===== config.mk =====
export PLATFORM = sky130hd
export DESIGN_NAME = battle_turn_ctrl_flat
export DESIGN_NICKNAME = d
export VERILOG_FILES = /design/src/rtl/battle_pkg.sv /design/src/rtl/battle_turn_ctrl_if.sv /design/src/rtl/battle_lfsr8.sv /design/src/rtl/battle_turn_ctrl.sv /design/src/flat_wrapper.sv
export SDC_FILE = /design/constraint.sdc
export NUM_CORES = 1
export LEC_CHECK = 0
export BUFFER_PORTS_ARGS = -buffer_cell sky130_fd_sc_hd__buf_2
export CELL_PAD_IN_SITES_DETAIL_PLACEMENT = 0
export CELL_PAD_IN_SITES_GLOBAL_PLACEMENT = 2
export CORE_MARGIN = 3
export CORE_UTILIZATION = 30
export DETAILED_ROUTE_END_ITERATION = 7
export GPL_TIMING_DRIVEN = 0
export PLACE_DENSITY = 0.85
export SLEW_MARGIN = 0
export SYNTH_ARGS = -nofsm -noshare
export SYNTH_HDL_FRONTEND = slang
export SYNTH_SLANG_ARGS = --single-unit

===== constraint.sdc =====
create_clock -name clk_b -period 1.97 [get_ports clk_b]
set_clock_uncertainty 0.05 [all_clocks]
set_input_delay 0.0985 -clock clk_b [delete_from_list [all_inputs] [get_ports clk_b]]
set_output_delay 0.0985 -clock clk_b [all_outputs]
set_load 0.01 [all_outputs]

===== src/rtl/battle_pkg.sv =====
// Shared types and constants for the battle turn scheduler: FSM state codes,
// PS/2 scan codes, damage/heal amounts and saturating HP arithmetic helpers.
package battle_pkg;

  typedef logic [2:0] state_t;

  localparam state_t S_IDLE    = 3'd0;
  localparam state_t S_INIT    = 3'd1;
  localparam state_t S_P_WAIT  = 3'd2;
  localparam state_t S_E_CHECK = 3'd3;
  localparam state_t S_E_WAIT  = 3'd4;
  localparam state_t S_P_CHECK = 3'd5;
  localparam state_t S_WIN     = 3'd6;
  localparam state_t S_LOSE    = 3'd7;

  typedef enum logic [2:0] {
    ACT_NONE = 3'd0,
    ACT_HIT1 = 3'd1,
    ACT_HIT2 = 3'd2,
    ACT_HIT3 = 3'd3,
    ACT_HEAL = 3'd4
  } act_e;

  localparam logic [7:0] KEY_1 = 8'h16;
  localparam logic [7:0] KEY_2 = 8'h1E;
  localparam logic [7:0] KEY_3 = 8'h26;
  localparam logic [7:0] KEY_4 = 8'h25;

  localparam logic [7:0] DMG_1 = 8'd8;
  localparam logic [7:0] DMG_2 = 8'd12;
  localparam logic [7:0] DMG_3 = 8'd20;

  localparam logic [7:0] HEAL_AMT   = 8'd10;
  localparam logic [1:0] HEAL_LIMIT = 2'd3;

  // a - b clamped at zero; both operands are full width so nothing wraps
  function automatic logic [7:0] sat_sub8(input logic [7:0] a, input logic [7:0] b);
    return (a > b) ? (a - b) : 8'd0;
  endfunction

  function automatic logic [7:0] sat_add_cap8(input logic [7:0] a, input logic [7:0] b,
                                              input logic [7:0] cap);
    logic [8:0] sum;
    sum = {1'b0, a} + {1'b0, b};
    return (sum > {1'b0, cap}) ? cap : sum[7:0];
  endfunction

endpackage


===== src/rtl/battle_turn_ctrl_if.sv =====
// Bundle of the battle controller's collision/keyboard inputs and HUD outputs.
// master drives the inputs (game logic / bench), slave is the controller.
interface battle_turn_ctrl_if;
  logic       col_e;
  logic       boss;
  logic [7:0] key_in;
  logic       key_valid;
  logic [6:0] HP_player;
  logic [7:0] HP_enemy;
  logic [2:0] p_attack;
  logic [2:0] e_attack;
  logic       in_battle;
  logic       win;
  logic       lose;

  modport master (
    output col_e, boss, key_in, key_valid,
    input  HP_player, HP_enemy, p_attack, e_attack, in_battle, win, lose
  );

  modport slave (
    input  col_e, boss, key_in, key_valid,
    output HP_player, HP_enemy, p_attack, e_attack, in_battle, win, lose
  );
endinterface


===== src/rtl/battle_lfsr8.sv =====
// Free-running 8-bit Fibonacci LFSR, x^8+x^6+x^5+x^4+1, shifting every cycle.
module battle_lfsr8 #(
  parameter logic [7:0] SEED = 8'hA5
) (
  input  logic       clk_b,
  input  logic       rst,
  output logic [7:0] o_lfsr
);

  logic [7:0] r_lfsr;
  logic       w_fb;

  assign w_fb   = r_lfsr[7] ^ r_lfsr[5] ^ r_lfsr[4] ^ r_lfsr[3];
  assign o_lfsr = r_lfsr;

  always_ff @(posedge clk_b) begin
    if (rst) begin
      r_lfsr <= SEED;
    end else begin
      r_lfsr <= {r_lfsr[6:0], w_fb};
    end
  end

endmodule


===== src/rtl/battle_turn_ctrl.sv =====
// Battle turn scheduler: alternates keyboard-driven player turns and LFSR-driven
// enemy turns, owns both HP registers. Optional heal move under BATTLE_HEAL_EN.
module battle_turn_ctrl
  import battle_pkg::*;
#(
  parameter int         P_HP_MAX  = 100,
  parameter int         E_HP_NORM = 100,
  parameter int         E_HP_BOSS = 200,
  parameter int         E_DELAY   = 16,
  parameter logic [7:0] LFSR_SEED = 8'hA5
) (
  input  logic               clk_b,
  input  logic               rst,
  battle_turn_ctrl_if.slave  bus
);

  localparam int CW = (E_DELAY > 1) ? $clog2(E_DELAY) : 1;

  state_t        r_state, w_state_nxt;
  logic          r_col_prev;
  logic [6:0]    r_hp_p, w_hp_p_nxt;
  logic [7:0]    r_hp_e, w_hp_e_nxt;
  logic [2:0]    r_pa, w_pa_nxt;
  logic [2:0]    r_ea, w_ea_nxt;
  logic [CW-1:0] r_cnt, w_cnt_nxt;
  logic          r_boss, w_boss_nxt;
  logic          r_in_battle, r_win, r_lose;
`ifdef BATTLE_HEAL_EN
  logic [1:0]    r_heal_cnt, w_heal_nxt;
  logic [7:0]    w_heal_sum;
`endif

  logic [7:0]    w_lfsr;
  logic          w_col_rise;
  logic [2:0]    w_e_str;
  logic [7:0]    w_e_dmg;
  logic [7:0]    w_p_sub;
  logic          w_unused;

  battle_lfsr8 #(.SEED(LFSR_SEED)) u_lfsr (
    .clk_b  (clk_b),
    .rst    (rst),
    .o_lfsr (w_lfsr)
  );

  assign w_col_rise = bus.col_e & ~r_col_prev;
  assign w_e_str    = {1'b0, w_lfsr[1:0]} + 3'd1;
  assign w_e_dmg    = r_boss ? {2'b00, w_e_str, 3'b000} : {3'b000, w_e_str, 2'b00};
  assign w_p_sub    = sat_sub8({1'b0, r_hp_p}, w_e_dmg);
`ifdef BATTLE_HEAL_EN
  assign w_heal_sum = sat_add_cap8({1'b0, r_hp_p}, HEAL_AMT, 8'(P_HP_MAX));
  assign w_unused   = ^{w_lfsr[7:2], w_p_sub[7], w_heal_sum[7]};
`else
  assign w_unused   = ^{w_lfsr[7:2], w_p_sub[7]};
`endif

  // Next-state and datapath update for the turn FSM
  always_comb begin
    w_state_nxt = r_state;
    w_hp_p_nxt  = r_hp_p;
    w_hp_e_nxt  = r_hp_e;
    w_pa_nxt    = r_pa;
    w_ea_nxt    = r_ea;
    w_cnt_nxt   = r_cnt;
    w_boss_nxt  = r_boss;
`ifdef BATTLE_HEAL_EN
    w_heal_nxt  = r_heal_cnt;
`endif
    case (r_state)
      S_IDLE: begin
        if (w_col_rise) w_state_nxt = S_INIT;
        else            w_state_nxt = S_IDLE;
      end
      S_INIT: begin
        w_hp_p_nxt  = 7'(P_HP_MAX);
        w_hp_e_nxt  = bus.boss ? 8'(E_HP_BOSS) : 8'(E_HP_NORM);
        w_boss_nxt  = bus.boss;
        w_pa_nxt    = ACT_NONE;
        w_ea_nxt    = ACT_NONE;
`ifdef BATTLE_HEAL_EN
        w_heal_nxt  = 2'd0;
`endif
        w_state_nxt = S_P_WAIT;
      end
      S_P_WAIT: begin
        if (bus.key_valid) begin
          case (bus.key_in)
            KEY_1: begin
              w_pa_nxt    = ACT_HIT1;
              w_hp_e_nxt  = sat_sub8(r_hp_e, DMG_1);
              w_state_nxt = S_E_CHECK;
            end
            KEY_2: begin
              w_pa_nxt    = ACT_HIT2;
              w_hp_e_nxt  = sat_sub8(r_hp_e, DMG_2);
              w_state_nxt = S_E_CHECK;
            end
            KEY_3: begin
              w_pa_nxt    = ACT_HIT3;
              w_hp_e_nxt  = sat_sub8(r_hp_e, DMG_3);
              w_state_nxt = S_E_CHECK;
            end
`ifdef BATTLE_HEAL_EN
            KEY_4: begin
              if (r_heal_cnt != HEAL_LIMIT) begin
                w_pa_nxt    = ACT_HEAL;
                w_hp_p_nxt  = w_heal_sum[6:0];
                w_heal_nxt  = r_heal_cnt + 2'd1;
                w_state_nxt = S_E_CHECK;
              end else begin
                w_state_nxt = S_P_WAIT;
              end
            end
`endif
            default: w_state_nxt = S_P_WAIT;
          endcase
        end else begin
          w_state_nxt = S_P_WAIT;
        end
      end
      S_E_CHECK: begin
        if (r_hp_e == 8'd0) begin
          w_state_nxt = S_WIN;
        end else begin
          w_cnt_nxt   = CW'(E_DELAY - 1);
          w_state_nxt = S_E_WAIT;
        end
      end
      S_E_WAIT: begin
        if (r_cnt == {CW{1'b0}}) begin
          w_ea_nxt    = w_e_str;
          w_hp_p_nxt  = w_p_sub[6:0];
          w_state_nxt = S_P_CHECK;
        end else begin
          w_cnt_nxt   = r_cnt - CW'(1);
        end
      end
      S_P_CHECK: begin
        if (r_hp_p == 7'd0) w_state_nxt = S_LOSE;
        else                w_state_nxt = S_P_WAIT;
      end
      S_WIN, S_LOSE: begin
        if (!bus.col_e) w_state_nxt = S_IDLE;
        else            w_state_nxt = r_state;
      end
      default: w_state_nxt = S_IDLE;
    endcase
  end

  // State/datapath registers; status flags registered from the next state.
  // Reset samples col_e so a collision held through reset cannot start a battle.
  always_ff @(posedge clk_b) begin
    if (rst) begin
      r_state     <= S_IDLE;
      r_col_prev  <= bus.col_e;
      r_hp_p      <= 7'(P_HP_MAX);
      r_hp_e      <= 8'd0;
      r_pa        <= 3'd0;
      r_ea        <= 3'd0;
      r_cnt       <= {CW{1'b0}};
      r_boss      <= 1'b0;
      r_in_battle <= 1'b0;
      r_win       <= 1'b0;
      r_lose      <= 1'b0;
`ifdef BATTLE_HEAL_EN
      r_heal_cnt  <= 2'd0;
`endif
    end else begin
      r_state     <= w_state_nxt;
      r_col_prev  <= bus.col_e;
      r_hp_p      <= w_hp_p_nxt;
      r_hp_e      <= w_hp_e_nxt;
      r_pa        <= w_pa_nxt;
      r_ea        <= w_ea_nxt;
      r_cnt       <= w_cnt_nxt;
      r_boss      <= w_boss_nxt;
      r_in_battle <= (w_state_nxt != S_IDLE);
      r_win       <= (w_state_nxt == S_WIN);
      r_lose      <= (w_state_nxt == S_LOSE);
`ifdef BATTLE_HEAL_EN
      r_heal_cnt  <= w_heal_nxt;
`endif
    end
  end

  assign bus.HP_player = r_hp_p;
  assign bus.HP_enemy  = r_hp_e;
  assign bus.p_attack  = r_pa;
  assign bus.e_attack  = r_ea;
  assign bus.in_battle = r_in_battle;
  assign bus.win       = r_win;
  assign bus.lose      = r_lose;

endmodule


===== src/flat_wrapper.sv =====
// flat-port wrapper written by rule: the top's interface ports become plain ports
module battle_turn_ctrl_flat import battle_pkg::*;
#(
  parameter int         P_HP_MAX  = 100,
  parameter int         E_HP_NORM = 100,
  parameter int         E_HP_BOSS = 200,
  parameter int         E_DELAY   = 16,
  parameter logic [7:0] LFSR_SEED = 8'hA5
)
  (clk_b, rst, bus_col_e, bus_boss, bus_key_in, bus_key_valid, bus_HP_player, bus_HP_enemy, bus_p_attack, bus_e_attack, bus_in_battle, bus_win, bus_lose);
  battle_turn_ctrl_if bus_i ();
  input  logic clk_b;
  input  logic rst;
  input wire logic [$bits(bus_i.col_e)-1:0] bus_col_e;
  input wire logic [$bits(bus_i.boss)-1:0] bus_boss;
  input wire logic [$bits(bus_i.key_in)-1:0] bus_key_in;
  input wire logic [$bits(bus_i.key_valid)-1:0] bus_key_valid;
  output wire logic [$bits(bus_i.HP_player)-1:0] bus_HP_player;
  output wire logic [$bits(bus_i.HP_enemy)-1:0] bus_HP_enemy;
  output wire logic [$bits(bus_i.p_attack)-1:0] bus_p_attack;
  output wire logic [$bits(bus_i.e_attack)-1:0] bus_e_attack;
  output wire logic [$bits(bus_i.in_battle)-1:0] bus_in_battle;
  output wire logic [$bits(bus_i.win)-1:0] bus_win;
  output wire logic [$bits(bus_i.lose)-1:0] bus_lose;
  assign bus_i.col_e = bus_col_e;
  assign bus_i.boss = bus_boss;
  assign bus_i.key_in = bus_key_in;
  assign bus_i.key_valid = bus_key_valid;
  assign bus_HP_player = bus_i.HP_player;
  assign bus_HP_enemy = bus_i.HP_enemy;
  assign bus_p_attack = bus_i.p_attack;
  assign bus_e_attack = bus_i.e_attack;
  assign bus_in_battle = bus_i.in_battle;
  assign bus_win = bus_i.win;
  assign bus_lose = bus_i.lose;
  battle_turn_ctrl #(.P_HP_MAX(P_HP_MAX), .E_HP_NORM(E_HP_NORM), .E_HP_BOSS(E_HP_BOSS), .E_DELAY(E_DELAY), .LFSR_SEED(LFSR_SEED)) u_core (.clk_b(clk_b), .rst(rst), .bus(bus_i));
endmodule

==> impl_metrics.csv <==
group,metric,value,unit
status,status,"finished with violations",
status,violations,"setup timing",
synthesis,synth_edf_count,0,
clock_network,htree_levels,2,
routing,drtIter0Drc,97,
job,drv_cap,0,
power_and_ir_drop,p_int,1.32,mW
finish,filler_cell_count,741,
worst_setup_path,reg2reg_depth,7,
worst_setup_path,r2r_slack,-0.008,ns
worst_setup_path,criticalPathCategory,"reg -> reg",
finish,syn_to_final_growth,31.2,%
clock_network,path_clk_slew,0.08,ns
clock_network,clock_path_buffers,2,
routing,vias,2194,
finish,layout_common_cells,"buf_2, dfxtp_1, buf_4",
die,die_w,93.6,um
finish,diodes,0,
finish,finish.utilization,0.412,
grt,grt_pass1_wl,9970,um
worst_setup_path,cp-start-kind,"register",
timing,max_slew.worst_pin.slew,0.624,ns
power_and_ir_drop,power.density,606,nW/um^2
timing,setup_viol,1,
worst_setup_path,crit_end,"u_core.bus.HP_enemy[7]",
power_and_ir_drop,worst_ir_drop_vdd,0.285,mV
power_and_ir_drop,p_seq_frac,0.427,
worst_setup_path,cp_max_fo,9,
grt,use_met3,0.0265,
timing,fmax,506,MHz
worst_setup_path,worst_r2r_startpoint,"u_core.bus.HP_enemy[3]",
die,rows,31,
power_and_ir_drop,pwr-share-comb,0.221,
timing,relSlewSlack,0.584,
placed_design,hpwl,4600,um
synthesis,ys_seq_elements,36,
clock_network,cts_tree,"done",
die,pin_count,37,
worst_setup_path,crit_path_end_kind,"register",
routing,finalWirelength,6390,um
timing,fin_setup_tns,-0.00783,ns
die,start_util,0.314,
timing,setup_ws,-0.00783,ns
grt,grt_usage,0.142,
power_and_ir_drop,switchingPower,507,uW
die,coreArea,7330,um^2
hold_path,hold_depth,3,
finish,layout_commonest_cell,"buf_2",
routing,ant_nets,0,
synthesis,syn_area_per_cell,8.36,um^2
placed_design,gp_congestion,0.801,
timing,period_share,1.00,
clock_network,cts-buffers-inserted,5,
power_and_ir_drop,sw_frac_of_total,0.277,
clock_network,cts_root_buf,"clkbuf_8",
worst_setup_path,cp.required,2.13,ns
routing,viasPerCell,5.11,
worst_setup_path,cp.arrival,2.14,ns
power_and_ir_drop,clkPwrFrac,0.352,
routing,drc,0,
synthesis,synthArstFlopShare,0,
die,die_area,8750,um^2
grt,first_global_vias,2017,
synthesis,syn_area,2300,um^2
finish,nets,358,
grt,antenna_found_initial,0,
synthesis,synth.top_cell.area_share,0.313,
synthesis,synthTopCellsByArea,"dfxtp_1, ha_1, a21oi_1",
finish,drive_gt1_frac,0.330,
clock_network,cts_sinks,36,
grt,grt-busiest-layer,"met2",
grt,met2_usage,0.233,
routing,detail_route.wl_per_cell,14.9,um
routing,drt-pass1-iter-count,4,
placed_design,port_buffers,30,
timing,finalCriticalPeriod,1.98,ns
timing,grt_setup_unrepaired,"true",
worst_setup_path,worstSetupStartpoint,"u_core.bus.HP_enemy[3]",
clock_network,clk_latency,0.29,ns
grt,grt_use_met1,0.193,
synthesis,yosys.area.top_type,"dfxtp_1",
synthesis,ys.flop_type,"dfxtp_1",
synthesis,synth_cell_type_count,60,
grt,overflow,0,
hold_path,hold_path.class,"in -> reg",
die,die_y,93.6,um
grt,grt_max_degree,13,
timing,hold_viol,0,
power_and_ir_drop,p_leak,1.19,nW
worst_setup_path,r2r_end,"u_core.bus.HP_enemy[7]",
synthesis,synth_cells,275,
timing,slew_viol_final,0,
synthesis,yosys_warnings,0,
synthesis,synth_seq_area_share,0.313,
## through the flow
step | worst slack, ns | total power [mW] | cell area (um^2) | instances | hold slack (ns)
6_report | -0.00783 | 1.83 | 3020 | 429 | 0.0285
5_1_grt | -0.116 | 1.93 | 3020 | 429 | 0.0268
4_1_cts | -0.0757 | 1.78 | 2810 | 419 | 0.0214
3_5_place_dp | -0.202 | 1.10 | 2610 | 408 | 0.193
3_3_place_gp | -0.234 | 1.10 | 2610 | 408 | 0.193
2_1_floorplan | 0.00197 | 1.01 | 2330 | 279 | 0.0762
## sequential cells by signal, indices dropped and copies added, names as in the netlist
signal and cells:
u_core.bus.lose 1, u_core.bus.HP_enemy 6, u_core.bus.e_attack 3, u_core.r_state 3, u_core.bus.win 1, u_core.bus.in_battle 1, u_core.r_boss 1, u_core.bus.HP_player 5
u_core.r_col_prev 1, u_core.bus.p_attack 2, u_core.u_lfsr.o_lfsr 8, u_core.r_cnt 4
## how the worst min path moves through the flow
stage                         start                 to
after floorplan           bus_col_e  u_core.r_col_prev
after global placement    bus_col_e  u_core.r_col_prev
after detailed placement  bus_col_e  u_core.r_col_prev
after CTS                  bus_boss      u_core.r_boss
after global routing       bus_boss      u_core.r_boss
final                      bus_boss      u_core.r_boss
## cells in the mapped netlist (5+ instances only)
cell / instances
a211oi_1: 6
a21oi_1: 17
a31oi_1: 7
buf_4: 5
clkbuf_1: 10
dfxtp_1: 36
ha_1: 15
inv_1: 14
nand2_1: 18
nand2b_1: 5
nand3_1: 12
nor2_1: 18
nor2b_1: 8
nor3_1: 5
nor4_1: 6
o21ai_0: 10
xor2_1: 7
## critical path, cell delays in order, from the launching register on
cell and delay [ns]:
dfxtp_4 0.38, inv_6 0.06, ha_2 0.18, nor3b_4 0.21
o21ai_2 0.13, or4_4 0.45, a311o_1 0.32, a31oi_1 0.12
## cells by family after synthesis
family / count (synthesis) / share of synthesized area
and+or+nand+nor: 109 / 0.279
xor gates and xnor gates: 9 / 0.0343
AOI/OAI and AO/OA: 69 / 0.204
other: 1 / 0.00163
muxes: 1 / 0.00435
adders and majority gates: 16 / 0.0903
buffers and inverters: 34 / 0.0729
DFF: 36 / 0.313
## layer usage
| metal | vias to the layer above | wire, um |
|---|---|---|
| li1 | 1101 | - |
| met1 | 1055 | 2990 |
| met2 | 36 | 3180 |
| met3 | 2 | 196 |
| met4 | 0 | 29 |
| met5 | - | 0 |
## area by class of cell
class | instances | area (um^2) | area share
Multi-Input combinational cell | 209 | 1610 | 0.535
Clock buffer | 5 | 68.8 | 0.0228
Buffer | 19 | 118 | 0.0390
Clock inverter | 3 | 42.5 | 0.0141
Inverter | 14 | 57.6 | 0.0191
Sequential cell | 36 | 736 | 0.244
Timing Repair Buffer | 44 | 258 | 0.0854
Tap cell | 99 | 124 | 0.0410
## power by group through the flow
| stage | combinational (mW) | clock, mW | sequential (mW) |
|---|---|---|---|
| floorplan | 0.223 | 0 | 0.789 |
| global placement | 0.303 | 0 | 0.792 |
| detailed placement | 0.303 | 0 | 0.792 |
| CTS | 0.339 | 0.665 | 0.780 |
| global route | 0.446 | 0.697 | 0.784 |
| finish | 0.404 | 0.645 | 0.780 |
## what timing repair did
action / CTS / global route
setup endpoints to repair: 15 / 21
hold endpoints to repair: 1 / 0
pin swaps: 5 / 18
buffers inserted: 3 / 10
hold buffers: 1 / 0
gates resized for setup: 15 / 34
Power figures use the tool's default switching activity.
